File: src/rtl/branch_predictor.sv
// branch_predictor: fetch-side microbranch predictor with 2-bit counter table,
// in-order pending queue, checker-driven training and registered flush pulse.
//   Parameters: AW (table index width, 2^AW entries), DEPTH (queue depth, pow2).
//   Fetch side : fetch_br, fetch_pc, fetch_type -> pred_taken, pred_type, stall.
//   Check side : chk_checked, chk_incorrect, chk_correct -> flush (1-cycle).
//   Optional   : BP_STATS_EN adds check_cnt / mispred_cnt (16-bit, saturating).
module branch_predictor #(
  parameter int AW    = 8,
  parameter int DEPTH = 4
) (
  input  logic          clk,
  input  logic          rst_n,
  input  logic          fetch_br,
  input  logic [AW-1:0] fetch_pc,
  input  logic [1:0]    fetch_type,
  output logic          pred_taken,
  output logic [1:0]    pred_type,
  output logic          stall,
  input  logic          chk_checked,
  input  logic          chk_incorrect,
  input  logic          chk_correct,
  output logic          flush
`ifdef BP_STATS_EN
  ,
  output logic [15:0]   mispred_cnt,
  output logic [15:0]   check_cnt
`endif
);

  localparam int PW  = $clog2(DEPTH);
  localparam int CW  = PW + 1;
  localparam int ENT = 2 ** AW;

  typedef struct packed {
    logic [AW-1:0] pc;
    logic          pred;
  } entry_t;

  logic [1:0]    tbl_q [ENT];
  logic [1:0]    tbl_d [ENT];
  entry_t        q_q   [DEPTH];
  entry_t        q_d   [DEPTH];
  logic [PW-1:0] head_q, head_d;
  logic [PW-1:0] tail_q, tail_d;
  logic [CW-1:0] cnt_q, cnt_d;
  logic          flush_q, flush_d;

  logic          empty;
  logic          full;
  logic          pop;
  logic          push;
  logic          flush_cond;
  entry_t        head_ent;
  logic [1:0]    cur_ctr;
  logic [1:0]    new_ctr;
  logic          unused_pred;

  assign empty      = (cnt_q == '0);
  assign full       = (cnt_q == CW'(DEPTH));
  assign stall      = fetch_br && full;
  assign pop        = chk_checked && !empty;
  assign flush_cond = pop && chk_incorrect;
  assign push       = fetch_br && !full && !flush_cond;

  assign pred_taken = fetch_br && tbl_q[fetch_pc][1];
  assign pred_type  = fetch_type;
  assign flush      = flush_q;

  assign head_ent    = q_q[head_q];
  assign cur_ctr     = tbl_q[head_ent.pc];
  // The stored guess travels with the entry but training uses only the outcome.
  assign unused_pred = head_ent.pred;

  always_comb begin
    new_ctr = cur_ctr;
    unique case (1'b1)
      chk_correct:  new_ctr = (cur_ctr == 2'b11) ? 2'b11 : cur_ctr + 2'd1;
      !chk_correct: new_ctr = (cur_ctr == 2'b00) ? 2'b00 : cur_ctr - 2'd1;
      default:      new_ctr = cur_ctr;
    endcase
  end

  always_comb begin
    tbl_d = tbl_q;
    if (pop) begin
      tbl_d[head_ent.pc] = new_ctr;
    end
  end

  always_comb begin
    q_d = q_q;
    if (push) begin
      q_d[tail_q] = '{pc: fetch_pc, pred: pred_taken};
    end
  end

  always_comb begin
    head_d  = head_q;
    tail_d  = tail_q;
    cnt_d   = cnt_q;
    flush_d = flush_cond;
    if (flush_cond) begin
      // Drop everything younger than the head: both pointers land past it.
      head_d = head_q + PW'(1);
      tail_d = head_q + PW'(1);
      cnt_d  = '0;
    end else begin
      head_d = head_q + PW'(pop);
      tail_d = tail_q + PW'(push);
      cnt_d  = cnt_q + CW'(push) - CW'(pop);
    end
  end

  always_ff @(posedge clk or negedge rst_n) begin
    if (!rst_n) begin
      for (int i = 0; i < ENT; i++) begin
        tbl_q[i] <= 2'b01;
      end
      for (int i = 0; i < DEPTH; i++) begin
        q_q[i] <= '0;
      end
      head_q  <= '0;
      tail_q  <= '0;
      cnt_q   <= '0;
      flush_q <= 1'b0;
    end else begin
      tbl_q   <= tbl_d;
      q_q     <= q_d;
      head_q  <= head_d;
      tail_q  <= tail_d;
      cnt_q   <= cnt_d;
      flush_q <= flush_d;
    end
  end

`ifdef BP_STATS_EN
  logic [15:0] chk_cnt_q, chk_cnt_d;
  logic [15:0] mis_cnt_q, mis_cnt_d;

  assign check_cnt   = chk_cnt_q;
  assign mispred_cnt = mis_cnt_q;

  always_comb begin
    chk_cnt_d = chk_cnt_q;
    mis_cnt_d = mis_cnt_q;
    if (pop && (chk_cnt_q != 16'hFFFF)) begin
      chk_cnt_d = chk_cnt_q + 16'd1;
    end
    if (flush_cond && (mis_cnt_q != 16'hFFFF)) begin
      mis_cnt_d = mis_cnt_q + 16'd1;
    end
  end

  always_ff @(posedge clk or negedge rst_n) begin
    if (!rst_n) begin
      chk_cnt_q <= '0;
      mis_cnt_q <= '0;
    end else begin
      chk_cnt_q <= chk_cnt_d;
      mis_cnt_q <= mis_cnt_d;
    end
  end
`endif

endmodule
File: config.mk
export PLATFORM = sky130hd
export DESIGN_NAME = branch_predictor
export DESIGN_NICKNAME = d
export VERILOG_FILES = /design/src/rtl/branch_predictor.sv
export SDC_FILE = /design/constraint.sdc
export NUM_CORES = 1
export LEC_CHECK = 0
export CORE_MARGIN = 10
export CORE_UTILIZATION = 35
export CTS_CLUSTER_DIAMETER = 100
export DETAILED_ROUTE_END_ITERATION = 8
export PLACE_DENSITY = 0.46
export SYNTH_ARGS = -nofsm -noshare
export SYNTH_HDL_FRONTEND = slang
export SYNTH_SLANG_ARGS = --single-unit
File: constraint.sdc
create_clock -name clk -period 7 [get_ports clk]
set_clock_uncertainty 0.05 [all_clocks]
set_input_delay 0.7 -clock clk [delete_from_list [all_inputs] [get_ports clk]]
set_output_delay 0.7 -clock clk [all_outputs]
set_load 0.05 [all_outputs]
# After elaboration in Yosys (flattened, before gate mapping)
# Index checks and enable logic that the tools add are counted.
# W data, S select, Z words.
dict set report op_classes {
  bitwise 4
  addsub 7
  magnitude_cmp 6
  n_eq_ne 2
  n_reduce_logical 14
  muxes 21
}
# op count
set ops {}
lappend ops {{$bwmux W512} 1}
lappend ops {{$bwmux W36} 1}
lappend ops {{$bmux W2 S8} 2}
lappend ops {{$mux W9} 3}
lappend ops {{$bmux W9 S2} 1}
lappend ops {{$demux W9 S2} 1}
lappend ops {{$ge A9 B9 Y1 const B} 2}
lappend ops {{$mux W2} 9}
lappend ops {{$not A8 Y9} 2}
lappend ops {{$demux W2 S8} 1}
lappend ops {{$lt A9 B1 Y1 const B} 1}
lappend ops {{$logic_and A1 B1 Y1} 8}
lappend ops {{$ge A3 B3 Y1 const B} 2}
lappend ops {{$not A2 Y3} 2}
lappend ops {{$add A2 B1 Y2} 2}
lappend ops {{$add A2 B1 Y2 const B} 2}
lappend ops {{$logic_not A1 Y1} 4}
lappend ops {{$pmux W2 S2} 1}
lappend ops {{$add A3 B1 Y3} 1}
lappend ops {{$eq A3 B3 Y1 const B} 1}
lappend ops {{$logic_not A3 Y1} 1}
lappend ops {{$lt A3 B1 Y1 const B} 1}
lappend ops {{$mux W3} 1}
lappend ops {{$sub A3 B1 Y3} 1}
lappend ops {{other kinds (3)} 3}
dict set report word_totals {
  wordCells 322
  register_bits 556
}

# Longest topological paths before layout
dict set report depth {
  depth_word 12
  depth_mapped 17
}

# Worst setup path after synthesis
# Ideal clock, no wire load.
dict set report synth_timing {
  path_type {input -> output}
  startpoint {input fetch_pc[0]}
  endpoint {output pred_taken}
  path_buffers 3
  arrival_ps 4158
  required_ps 6250
  slack_ps 2092
  cell_stages 8
  cell_sequence {clkbuf_1 > clkbuf_1 > buf_1 > mux4_2 > mux4_2 > mux4_2 > mux4_2 > and2_1}
}
dict set report synth_between {
  elab_chain_len 5
}
# item line_no
set synth_rtl {}
lappend synth_rtl {{start: declaration} 14} ;# input logic [AW-1:0] fetch_pc,
lappend synth_rtl {{$not A8 Y9 (not written as such)} 65} ;# assign pred_taken = fetch_br && tbl_q[fetch_pc][1];
lappend synth_rtl {{$bmux W2 S8} 65}
lappend synth_rtl {{$mux W2 (not written as such) (2 in series)} 65}
lappend synth_rtl {{$logic_and A1 B1 Y1} 65}
lappend synth_rtl {{end: declaration} 16} ;# output logic pred_taken,
# Every way passes these cells. The select of a mux whose other input is x is not followed.

# Final worst setup path
dict set report layout_timing {
  startpoint {register head_q[1]}
  endpoint {register tbl_q[351] (netlist bit)}
}
dict set report layout_between {
  elab_chain_len 12
  elab_cells_between_ends 21
}
# item line_no
set layout_rtl {}
lappend layout_rtl {{start: declaration} 43} ;# logic [PW-1:0] head_q, head_d;
lappend layout_rtl {{start signal: assignment} 122} ;# head_q <= '0;
lappend layout_rtl {{start signal: assignment} 129} ;# head_q <= head_d;
lappend layout_rtl {{$not A2 Y3 (not written as such) *} 69} ;# assign head_ent = q_q[head_q];
lappend layout_rtl {{$bmux W9 S2 *} 69}
lappend layout_rtl {{$mux W9 (not written as such) * (2 in series)} 69}
lappend layout_rtl {{$not A8 Y9 (not written as such) *} {70, 86}}
lappend layout_rtl {{$bmux W2 S8} 70} ;# assign cur_ctr = tbl_q[head_ent.pc];
lappend layout_rtl {{$mux W2 (not written as such) (2 in series)} 70}
lappend layout_rtl {{$sub A2 B1 Y2 (tied with other cells)} 78} ;# !chk_correct: new_ctr = (cur_ctr == 2'b00) ? 2'b00 : cur_ctr - 2'd1;
lappend layout_rtl {{$mux W2 (on tied branches)} {78, 77}}
lappend layout_rtl {{$pmux W2 S2} 76} ;# unique case (1'b1)
lappend layout_rtl {{$bwmux W512 *} 86} ;# tbl_d[head_ent.pc] = new_ctr;
lappend layout_rtl {{end signal: assignment} 127} ;# tbl_q <= tbl_d;
lappend layout_rtl {{end: declaration} 39} ;# logic [1:0] tbl_q [ENT];
# Every way passes the cells marked *; elsewhere a longest branch is shown, timed or not. The select of a mux whose other input is x is not followed.
# A chain may end at the register's enable or synchronous reset.

==> impl_metrics.xml <==
<?xml version="1.0" encoding="UTF-8"?>
<metrics>
  <group name="outcome">
    <metric name="run_status" unit="">complete, no violations</metric>
  </group>
  <group name="floorplan">
    <metric name="design.portCount" unit="">21</metric>
    <metric name="die_area" unit="mm²">0.09664</metric>
    <metric name="dieHeight" unit="µm">310.9</metric>
    <metric name="die_w" unit="µm">310.9</metric>
    <metric name="fp.coreArea" unit="mm²">0.08382</metric>
    <metric name="initial_utilization" unit="%">35.33</metric>
    <metric name="rows" unit="">106</metric>
  </group>
  <group name="drt">
    <metric name="route.detailed.drc" unit="">0</metric>
    <metric name="vias_after_detailed_routing" unit="">21259</metric>
    <metric name="detailed_route_wl" unit="µm">98170</metric>
    <metric name="detail_route.iter0.violations" unit="">1569</metric>
    <metric name="drt.antenna.violating_nets" unit="">0</metric>
    <metric name="avgViaCountPerCell" unit="">5.425</metric>
    <metric name="routed_wire_length_per_instance" unit="µm">25.05</metric>
    <metric name="drtPass1Iterations" unit="">5</metric>
  </group>
  <group name="sta">
    <metric name="timing_max_transition_violations_final" unit="">0</metric>
    <metric name="layout_min_cycle_time" unit="ns">5.728</metric>
    <metric name="timing_hold_violations_final" unit="">0</metric>
    <metric name="whs" unit="ns">0.4105</metric>
    <metric name="finalSetupViolCount" unit="">0</metric>
    <metric name="fin_tns_setup" unit="ns">0</metric>
    <metric name="worst-slew-pin-transition" unit="ns">1.324</metric>
    <metric name="period_share" unit="%">81.83</metric>
    <metric name="unrepaired_setup_endpoints_after_global_routing" unit="">false</metric>
    <metric name="slew_headroom" unit="%">11.41</metric>
    <metric name="fmax" unit="MHz">174.6</metric>
  </group>
  <group name="grt">
    <metric name="number_of_antenna_violations_at_the_first_check_in_global_routing" unit="">0</metric>
    <metric name="grt_pass1_vias" unit="">21480</metric>
    <metric name="grt_overflow_total" unit="">0</metric>
    <metric name="global_route.usage.total" unit="%">20.03</metric>
    <metric name="grt_pass1_wl" unit="µm">147400</metric>
    <metric name="grt_start_max_net_pins" unit="">161</metric>
  </group>
  <group name="clocking">
    <metric name="clockBufferDepth" unit="">3</metric>
    <metric name="clk_transition_reported_paths" unit="ns">0.06</metric>
    <metric name="post_cts.repair.setup_buffers" unit="">0</metric>
    <metric name="clk-insertion-delay-late" unit="ns">0.61</metric>
    <metric name="tritoncts_clock_tree" unit="">done</metric>
    <metric name="clock_sink_count" unit="">552</metric>
    <metric name="cts_inserted_buffers" unit="">66</metric>
    <metric name="h-tree-depth" unit="">3</metric>
    <metric name="cts-root-buf" unit="">sky130_fd_sc_hd__clkbuf_16</metric>
  </group>
  <group name="layout">
    <metric name="net_count_of_the_finished_layout" unit="">2753</metric>
    <metric name="utilization" unit="%">39.15</metric>
    <metric name="layout-drive-gt1-share" unit="%">31.27</metric>
    <metric name="synthToLayoutAreaGrowth" unit="%">10.81</metric>
    <metric name="num_antenna_cells" unit="">0</metric>
  </group>
  <group name="setup_path">
    <metric name="cp.arrival" unit="ns">6.14</metric>
    <metric name="critical_path_type" unit="">flop to flop</metric>
    <metric name="cp-startpoint" unit="">head_q[1]$_DFF_PN0_</metric>
    <metric name="timing.reg2reg.setup_slack" unit="ns">1.27</metric>
    <metric name="critPathMaxFanout" unit="">60</metric>
    <metric name="reg2reg_from" unit="">head_q[1]$_DFF_PN0_</metric>
    <metric name="worstSetupEndpointType" unit="">flop</metric>
    <metric name="r2r.worst_path.cells" unit="">12</metric>
    <metric name="worstSetupStartpointType" unit="">flop</metric>
    <metric name="worst-endpoint-required" unit="ns">7.41</metric>
    <metric name="worst_r2r_endpoint" unit="">tbl_q[351]$_DFFE_PN0P_</metric>
    <metric name="critical_path_endpoint" unit="">tbl_q[351]$_DFFE_PN0P_</metric>
  </group>
  <group name="synthesis">
    <metric name="synth.cell_area" unit="mm²">0.02961</metric>
    <metric name="synth-seq-area-share" unit="%">47.73</metric>
    <metric name="mux_contribution_to_synthesized_area" unit="%">19.44</metric>
    <metric name="post_synth_inst_count" unit="">2752</metric>
    <metric name="ys_seq_elements" unit="">552</metric>
    <metric name="synth_cell_type_count" unit="">63</metric>
    <metric name="post_synth_main_area_contributors" unit="">sky130_fd_sc_hd__dfrtp_1 (25%), sky130_fd_sc_hd__dfstp_2 (23%), sky130_fd_sc_hd__nand2_1 (11%)</metric>
    <metric name="synth.avg_cell_area" unit="µm²">10.76</metric>
    <metric name="yosys.area_share.simple" unit="%">13.00</metric>
    <metric name="synth_top_family_by_area" unit="">multiplexers</metric>
    <metric name="ys.flop_type" unit="">sky130_fd_sc_hd__dfrtp_1</metric>
    <metric name="post-synth-top-count-cell" unit="">sky130_fd_sc_hd__nand2_1</metric>
    <metric name="synth.largest_area_cell" unit="">sky130_fd_sc_hd__dfrtp_1</metric>
    <metric name="yosys_warnings" unit="">0</metric>
    <metric name="postSynthNetCount" unit="">2773</metric>
    <metric name="netlist_top_cells_count" unit="">sky130_fd_sc_hd__nand2_1 (848), sky130_fd_sc_hd__dfrtp_1 (296), sky130_fd_sc_hd__dfstp_2 (256)</metric>
    <metric name="synth_compound_area_share" unit="%">14.15</metric>
    <metric name="asyncSetResetFlopFracSynth" unit="%">100.0</metric>
    <metric name="synth_enable_flop_cells" unit="">0</metric>
    <metric name="synth_xor_area_share" unit="%">0.1479</metric>
    <metric name="synth_top_cell_area_share" unit="%">25.01</metric>
    <metric name="synthAdderAreaFrac" unit="%">0.3127</metric>
  </group>
  <group name="job">
    <metric name="maxCapViolations" unit="">0</metric>
  </group>
  <group name="min_path">
    <metric name="hold_path_class" unit="">flop to flop</metric>
  </group>
  <group name="place">
    <metric name="place.port_buffers" unit="">16</metric>
    <metric name="place_hpwl" unit="µm">63040</metric>
    <metric name="gpl.final_weighted_congestion" unit="">0.8294</metric>
  </group>
</metrics>
[routing by layer]
metal | vias to the layer above | GRT usage [%] | part of all wire [%]
met2 | 501 | 31.74 | 46
met1 | 10817 | 28.01 | 46
met3 | 144 | 2.395 | 4.2
met5 | - | 0 | 0
li1 | 9797 | - | -
met4 | 0 | 7.035 | 3.4
[cells by family (layout without fill, tap and decap cells)]
group | Yosys count | after routing
compound gates | 611 | 611
xor+xnor | 5 | 5
fa+ha+maj | 7 | 7
buf+inv | 189 | 222
flops | 552 | 552
mux | 403 | 403
simple gates | 985 | 985
[worst min path at each step]
stage                                      start                     end  slack (ns)  depth (start not counted)
after floorplan                            rst_n      cnt_q[0]$_DFF_PN0_        0.35                          0
after global placement    tbl_q[212]$_DFFE_PN1P_  tbl_q[212]$_DFFE_PN1P_        0.40                          2
after detailed placement  tbl_q[150]$_DFFE_PN1P_  tbl_q[150]$_DFFE_PN1P_        0.40                          2
after CTS                 tbl_q[150]$_DFFE_PN1P_  tbl_q[150]$_DFFE_PN1P_        0.41                          2
after global routing      tbl_q[232]$_DFFE_PN1P_  tbl_q[232]$_DFFE_PN1P_        0.42                          2
final                     tbl_q[162]$_DFFE_PN1P_  tbl_q[162]$_DFFE_PN1P_        0.41                          2
[sequential cells by signal, indices dropped and copies added (netlist names)]
register and flops:
cnt_q 3, flush 1, head_q 2, q_q 32, tail_q 2, tbl_q 512
[stage by stage]
stage	instance area (µm²)	cells	setup WS (ns)
finish	32810	3919	1.272
global route	32810	3919	1.038
CTS	32810	3919	1.278
detailed placement	30530	3797	1.313
global placement	30520	3797	1.390
floorplan	29610	2752	2.092
[repair_timing]
action                     in CTS  in global routing
resized for setup               0                  0
hold buffers                    1                  0
setup endpoints to repair       0                  0
hold endpoints to repair       22                  0
[worst max-delay path, cell delays in order, from the launching register on]
cell	delay [ns]
sky130_fd_sc_hd__dfrtp_1	0.83
sky130_fd_sc_hd__mux4_4	1.02
sky130_fd_sc_hd__buf_12	0.38
sky130_fd_sc_hd__buf_12	0.21
sky130_fd_sc_hd__mux2i_1	0.21
sky130_fd_sc_hd__mux2i_1	0.18
sky130_fd_sc_hd__a32oi_1	0.19
sky130_fd_sc_hd__a21oi_1	0.13
sky130_fd_sc_hd__nor4b_1	0.84
sky130_fd_sc_hd__or4_1	0.24
sky130_fd_sc_hd__maj3_4	0.54
sky130_fd_sc_hd__buf_12	0.42
sky130_fd_sc_hd__o21ai_0	0.19
[cell type report]
cell class | instances | area (µm²)
fill | 8134 | 51010
sequential | 552 | 14130
multi-input combinational | 2011 | 14060
clock buffer | 107 | 2122
tap | 1134 | 1419
timing repair buffer | 93 | 898.4
clock inverter | 14 | 152.6
inverter | 8 | 30.03
[layout by cell type, fill, tap and decap left out, types with 8 or more instances in the layout]
cell type | synthesis | routed
sky130_fd_sc_hd__nand2_1 | 848 | 848
sky130_fd_sc_hd__dfrtp_1 | 296 | 296
sky130_fd_sc_hd__dfstp_2 | 256 | 256
sky130_fd_sc_hd__o21ai_1 | 241 | 241
sky130_fd_sc_hd__o21ai_2 | 240 | 240
sky130_fd_sc_hd__mux2i_1 | 226 | 226
sky130_fd_sc_hd__mux4_2 | 117 | 115
sky130_fd_sc_hd__clkbuf_16 | 0 | 71
sky130_fd_sc_hd__buf_4 | 9 | 65
sky130_fd_sc_hd__nor2_1 | 61 | 52
sky130_fd_sc_hd__mux2_2 | 47 | 46
sky130_fd_sc_hd__o21ai_0 | 44 | 44
sky130_fd_sc_hd__nand3_1 | 27 | 27
sky130_fd_sc_hd__clkbuf_8 | 0 | 21
sky130_fd_sc_hd__a32oi_1 | 17 | 17
sky130_fd_sc_hd__a22oi_1 | 16 | 16
sky130_fd_sc_hd__clkbuf_1 | 51 | 15
sky130_fd_sc_hd__buf_12 | 26 | 13
sky130_fd_sc_hd__mux4_1 | 12 | 12
sky130_fd_sc_hd__clkdlybuf4s50_1 | 0 | 12
sky130_fd_sc_hd__a21oi_1 | 9 | 9
sky130_fd_sc_hd__o211ai_1 | 9 | 9
sky130_fd_sc_hd__clkinv_2 | 0 | 9
sky130_fd_sc_hd__inv_1 | 8 | 8
sky130_fd_sc_hd__nand4_1 | 8 | 8
sky130_fd_sc_hd__nor2_4 | 0 | 8
Power is left out: the tool's default activity adds up to more than one toggle a clock period on the data nets, which glitch-free logic cannot reach.
